### config.mk
export PLATFORM = sky130hd
export DESIGN_NAME = data_memory_responder_flat
export DESIGN_NICKNAME = d
export VERILOG_FILES = /design/src/rtl/data_memory_responder_if.sv /design/src/rtl/data_memory_responder.sv /design/src/flat_wrapper.sv
export SDC_FILE = /design/constraint.sdc
export NUM_CORES = 2
export LEC_CHECK = 0
export ABC_CLOCK_PERIOD_IN_PS = 6300
export BUFFER_PORTS_ARGS = -buffer_cell sky130_fd_sc_hd__buf_2
export CORE_AREA = 2 2 576 578
export CTS_BUF_LIST = sky130_fd_sc_hd__clkbuf_4
export DETAILED_ROUTE_END_ITERATION = 6
export DIE_AREA = 0 0 578 580
export PLACE_DENSITY_LB_ADDON = 0.1
export SYNTH_ARGS = -nofsm -noshare
export SYNTH_HDL_FRONTEND = slang
export SYNTH_SLANG_ARGS = --single-unit
### constraint.sdc
create_clock -name clk -period 6.3 [get_ports clk]
set_input_delay 1.26 -clock clk [delete_from_list [all_inputs] [get_ports clk]]
set_output_delay 1.26 -clock clk [all_outputs]
set_load 0.02 [all_outputs]
### src/rtl/data_memory_responder_if.sv
// Data-memory bus between the datapath (master) and the memory responder (slave).
// Handshake: memRead/memWrite are level requests sampled every cycle once ready=1; readData is combinational in the request cycle.
interface data_memory_responder_if #(
    parameter int N = 64
);
    logic         memRead;
    logic         memWrite;
    logic [N-1:0] address;
    logic [N-1:0] writeData;
    logic [N-1:0] readData;
    logic         ready;
    logic         err_misalign;
    logic         err_range;
    logic [N-1:0] err_addr;
    logic [31:0]  rd_count;
    logic [31:0]  wr_count;
    logic         state_dbg;

    modport master (
        output memRead, memWrite, address, writeData,
        input  readData, ready, err_misalign, err_range, err_addr, rd_count, wr_count, state_dbg
    );

    modport slave (
        input  memRead, memWrite, address, writeData,
        output readData, ready, err_misalign, err_range, err_addr, rd_count, wr_count, state_dbg
    );
endinterface

### src/rtl/data_memory_responder.sv
// Self-initialising data memory: fills every word after reset, then serves single-cycle
// reads/writes, flags illegal addresses and counts accepted accesses.
module data_memory_responder #(
    parameter int N         = 64,
    parameter int DEPTH     = 64,
    parameter int INIT_MODE = 0
) (
    input  logic                      clk,
    input  logic                      reset,
    data_memory_responder_if.slave    bus
);
    localparam int AW = $clog2(DEPTH);

    typedef enum logic {INIT, READY} state_t;

    state_t          state;
    logic [AW-1:0]   init_ptr;
    logic            ready_q;
    logic            err_misalign_q;
    logic            err_range_q;
    logic [N-1:0]    err_addr_q;
    logic [31:0]     rd_count_q;
    logic [31:0]     wr_count_q;

    logic [N-1:0]    mem [DEPTH];

    logic [AW-1:0]   idx;
    logic [N-1:0]    word_addr;
    logic            misaligned;
    logic            out_of_range;
    logic            legal;
    logic            rd_ok;
    logic            wr_ok;
    logic            any_access;

    logic            mem_we;
    logic [AW-1:0]   mem_widx;
    logic [N-1:0]    mem_wdata;

    assign idx          = bus.address[3 +: AW];
    assign word_addr    = bus.address >> 3;
    assign misaligned   = |bus.address[2:0];
    assign out_of_range = word_addr >= N'(DEPTH);
    assign legal        = !misaligned && !out_of_range;
    assign rd_ok        = !reset && (state == READY) && bus.memRead && legal;
    assign wr_ok        = !reset && (state == READY) && bus.memWrite && legal;
    assign any_access   = (state == READY) && (bus.memRead || bus.memWrite);

    // Single write port shared by the fill sequencer and datapath stores.
    always_comb begin
        mem_we    = 1'b0;
        mem_widx  = '0;
        mem_wdata = '0;
        if (!reset) begin
            if (state == INIT) begin
                mem_we    = 1'b1;
                mem_widx  = init_ptr;
                mem_wdata = (INIT_MODE == 1) ? N'(init_ptr) : '0;
            end else if (wr_ok) begin
                mem_we    = 1'b1;
                mem_widx  = idx;
                mem_wdata = bus.writeData;
            end
        end
    end

    always_ff @(posedge clk) begin
        if (mem_we) mem[mem_widx] <= mem_wdata;
    end

    always_ff @(posedge clk) begin
        if (reset) begin
            state          <= INIT;
            init_ptr       <= '0;
            ready_q        <= 1'b0;
            err_misalign_q <= 1'b0;
            err_range_q    <= 1'b0;
            err_addr_q     <= '0;
            rd_count_q     <= '0;
            wr_count_q     <= '0;
        end else begin
            case (state)
                INIT: begin
                    init_ptr <= init_ptr + 1'b1;
                    if (init_ptr == AW'(DEPTH - 1)) begin
                        state   <= READY;
                        ready_q <= 1'b1;
                    end
                end
                READY: begin
                    if (any_access && !legal) begin
                        if (misaligned)   err_misalign_q <= 1'b1;
                        if (out_of_range) err_range_q    <= 1'b1;
                        // Only the first fault since reset is recorded.
                        if (!err_misalign_q && !err_range_q) err_addr_q <= bus.address;
                    end
                    if (rd_ok && rd_count_q != 32'hFFFF_FFFF) rd_count_q <= rd_count_q + 32'd1;
                    if (wr_ok && wr_count_q != 32'hFFFF_FFFF) wr_count_q <= wr_count_q + 32'd1;
                end
                default: state <= INIT;
            endcase
        end
    end

    // Read port returns the pre-edge word, so a same-cycle write shows up next cycle.
    assign bus.readData     = rd_ok ? mem[idx] : '0;
    assign bus.ready        = ready_q;
    assign bus.err_misalign = err_misalign_q;
    assign bus.err_range    = err_range_q;
    assign bus.err_addr     = err_addr_q;
    assign bus.rd_count     = rd_count_q;
    assign bus.wr_count     = wr_count_q;
    assign bus.state_dbg    = (state == READY);
endmodule
### src/flat_wrapper.sv
// flat-port wrapper written by rule: the top's interface ports become plain ports
module data_memory_responder_flat 
#(
    parameter int N         = 64,
    parameter int DEPTH     = 64,
    parameter int INIT_MODE = 0
)
  (clk, reset, bus_memRead, bus_memWrite, bus_address, bus_writeData, bus_readData, bus_ready, bus_err_misalign, bus_err_range, bus_err_addr, bus_rd_count, bus_wr_count, bus_state_dbg);
  data_memory_responder_if #(.N(N)) bus_i ();
  input  logic clk;
  input  logic reset;
  input wire logic [$bits(bus_i.memRead)-1:0] bus_memRead;
  input wire logic [$bits(bus_i.memWrite)-1:0] bus_memWrite;
  input wire logic [$bits(bus_i.address)-1:0] bus_address;
  input wire logic [$bits(bus_i.writeData)-1:0] bus_writeData;
  output wire logic [$bits(bus_i.readData)-1:0] bus_readData;
  output wire logic [$bits(bus_i.ready)-1:0] bus_ready;
  output wire logic [$bits(bus_i.err_misalign)-1:0] bus_err_misalign;
  output wire logic [$bits(bus_i.err_range)-1:0] bus_err_range;
  output wire logic [$bits(bus_i.err_addr)-1:0] bus_err_addr;
  output wire logic [$bits(bus_i.rd_count)-1:0] bus_rd_count;
  output wire logic [$bits(bus_i.wr_count)-1:0] bus_wr_count;
  output wire logic [$bits(bus_i.state_dbg)-1:0] bus_state_dbg;
  assign bus_i.memRead = bus_memRead;
  assign bus_i.memWrite = bus_memWrite;
  assign bus_i.address = bus_address;
  assign bus_i.writeData = bus_writeData;
  assign bus_readData = bus_i.readData;
  assign bus_ready = bus_i.ready;
  assign bus_err_misalign = bus_i.err_misalign;
  assign bus_err_range = bus_i.err_range;
  assign bus_err_addr = bus_i.err_addr;
  assign bus_rd_count = bus_i.rd_count;
  assign bus_wr_count = bus_i.wr_count;
  assign bus_state_dbg = bus_i.state_dbg;
  data_memory_responder #(.N(N), .DEPTH(DEPTH), .INIT_MODE(INIT_MODE)) u_core (.clk(clk), .reset(reset), .bus(bus_i));
endmodule
==> reports/results.ini <==
[worst_setup_path]
critPathKind = in -> out
cp-end-kind = primary output
r2r_slack_ns = 2.08
path_cells = dlygate4sd3_1, buf_2, nor4_1, nand4_1, nor4_4, and3_4, buf_12, buf_4, nand3_1, nor4_2, buf_4, buf_2
worst-path-buf-inv = 6
slowest_delay_ns = 0.53
arrival_ns = 5.00
crit_slowest_cell = dlygate4sd3_1
crit_path_start_kind = primary input
path_delay_family = simple AND/OR/NAND/NOR gates
critPathMaxFanout = 26
required_ns = 5.04
path_depth = 12
worstRegToRegCells = 8

[final_layout]
regArea_mm2 = 0.126
layout-drive-gt1-share_pct = 32.8
multiInputGateArea_mm2 = 0.0362
fill_cells = 25200
syn2layout_area_growth_pct = 15.1
fin_nets = 9758

[power]
power.density_mw_per_mm2 = 294
p_total_mw = 55.4
ir_worst_vdd_v = 0.000181
p_leak_nw = 63.1

[yosys]
synth_area_per_cell_um2 = 20.1
yosysWarningCount = 0
synth_cell_types = 63
yosys_register_bits = 4234
async_reset_ff_share_pct = 0
synth_top_area_share_pct = 75.0
synth.area.top_cells = edfxtp_1 (75%), mux4_2 (11%), mux2i_1 (3.7%), dfxtp_1 (1.7%), a221o_1 (1.1%)
synth_ff_type = edfxtp_1
synth_cells = 8147
synth_area_mm2 = 0.164
synth-edff-count = 4096
yosysTopAreaCell = edfxtp_1
synth_fp_nets = 8282
synth_sequential_area_ratio_pct = 76.7
synth.most_common_cell = edfxtp_1
ys_top_cells_by_count = edfxtp_1 (4,096), mux4_2 (804), mux2i_1 (604), nor2_1 (290), a21oi_1 (259)

[floorplan]
start_util_pct = 49.8
die_w_um = 578
num_rows = 211
die_h_um = 580
core_area_mm2 = 0.329
die-area_mm2 = 0.335
ioPinCount = 328

[routing]
final_antenna_net_count = 0
drc = 0
wl_per_cell_um = 34.1
drt_iter0_drc = 11749
vias = 92021
routed_via_density = 6.27
routed_wirelength_mm = 500
dr.pass1.iters = 6

[timing]
slew_headroom_pct = 15.4
finalHoldViolCount = 0
max_freq_mhz = 160
grt_setup_unrepaired = false
skew_ns = 0.107
fin_setup_tns_ns = 0
slew_violations = 0
period_share_pct = 99.4
tightest_slew_ns = 1.27
setup_viol = 0
fin_crit_ns = 6.26

[clock_network]
cts_max_path_buffers = 5
cts_tree = yes
clockRootBuffer = clkbuf_4
cts_setup_buffers = 0
clk_pin_slew_ns = 0.05
cts_sinks = 4234
ctsHtreeMaxLevel = 7
clkLatencyLatePin_ns = 1.69
cts_buffers = 1163

[global_route]
gr-total-overflow = 0
grt_max_degree = 120
antenna_found_initial = 19
grt_pass1_wl_mm = 696
grt_pass1_vias = 92924
grt_util_all_layers_pct = 30.0

[outcome]
status = finished, final reports clean

[placed_design]
io_buffers = 327
gp_congestion = 0.816
hpwl_mm = 260

[worst_hold_path]
hp-class = in -> reg
worstHoldPathCells = 5

[job]
cap_violations = 0

## cell type report
class,instances,share of cell area (%)
timing repair buffer,794,3.93
inverter,139,0.280
tap,4366,2.89
antenna,18,0.0239
clock buffer,1639,6.52
clock inverter,204,0.544
multi-input combinational,3291,19.2
sequential,4234,66.6
## timing repair
item | CTS | global route
endpoints found under the hold margin | 108 | 0
hold buffers | 70 | 0
pin swaps | 0 | 0
gates resized for setup | 2 | 1
endpoints found under the setup margin | 2 | 1
## worst paths after layout
path                            from                      end
min                     bus_memWrite  u_core.bus.err_misalign
max                  bus_address[47]         bus_readData[63]
min reg2reg  u_core.bus.err_addr[38]  u_core.bus.err_addr[38]
max reg2reg     u_core.bus.state_dbg       u_core.mem[20][32]
## state kept, by name (all words and copies together), names as in the netlist
register / count
u_core.bus.err_range: 1
u_core.bus.err_addr: 64
u_core.bus.ready: 1
u_core.bus.rd_count: 32
u_core.bus.err_misalign: 1
u_core.bus.state_dbg: 1
u_core.mem: 4096
u_core.init_ptr: 6
u_core.bus.wr_count: 32
## routing by layer
metal | track usage (%) | routed length (um) | up-vias
met5 | 0 | 0 | -
met1 | 41.2 | 199000 | 48665
li1 | - | - | 37415
met4 | 10.9 | 14400 | 0
met3 | 6.59 | 43400 | 815
met2 | 47.6 | 244000 | 5126
## logic make-up after synthesis
family / after synthesis / share of synthesized area, %
muxes: 1414 / 14.8
adders and majority gates: 3 / 0.0229
AOI/OAI and AO/OA: 847 / 3.78
xor gates and xnor gates: 34 / 0.182
buffers and inverters: 622 / 1.70
and+or+nand+nor: 993 / 2.87
DFF: 4234 / 76.7
## power breakdown
group	internal (mW)	total [mW]	switching, mW
clock	12.2	23.1	10.9
combinational	0.699	1.87	1.17
sequential	30.5	30.5	0.0202
total	43.4	55.4	12.1
## worst register-to-register path, cell delays in order, from the launching register on
cell     delay (ns)
dfxtp_1        0.31
buf_4          0.32
and3b_1        0.27
nand4_1        0.16
nor4_4         0.61
a21o_1         0.28
nand2_1        0.51
nor2_4         1.07
buf_12         0.36
## per-stage QoR
stage               std cells  utilization, %  hold WS (ns)  setup WS, ns  cell area [um2]
floorplan                8147               -         0.507         0.131           164000
global placement        12754            53.0         0.440        -0.186           175000
detailed placement      12754            53.0         0.445        -0.239           175000
CTS                     14667            57.3      0.000376       0.00850           189000
global route            14680            57.3         0.104        0.0322           189000
finish                  14685            57.3         0.217        0.0387           189000
## cells in the final DEF, fill, tap and decap left out, types with 12 or more instances in the layout
cell type / count
xor2_1: 24
nand3_1: 116
o22ai_1: 15
mux4_2: 804
nand2_1: 233
dfxtp_1: 138
and2_1: 31
mux2i_1: 604
clkbuf_4: 1639
dlygate4sd3_1: 70
clkinv_1: 149
nand4_1: 28
nor4_1: 49
diode_2: 18
inv_2: 32
buf_4: 237
a221o_1: 173
nor3_1: 94
a221oi_1: 118
buf_12: 164
and2_2: 47
and3_1: 17
inv_1: 138
o21ai_0: 48
a21oi_1: 257
edfxtp_1: 4096
a22oi_1: 84
a31oi_1: 17
buf_2: 320
nor2b_1: 20
nor2_4: 66
a211oi_1: 51
o211ai_1: 17
nor2_1: 223
clkinv_2: 12
o32ai_1: 32
or3_1: 20
Power figures use the tool's default switching activity.
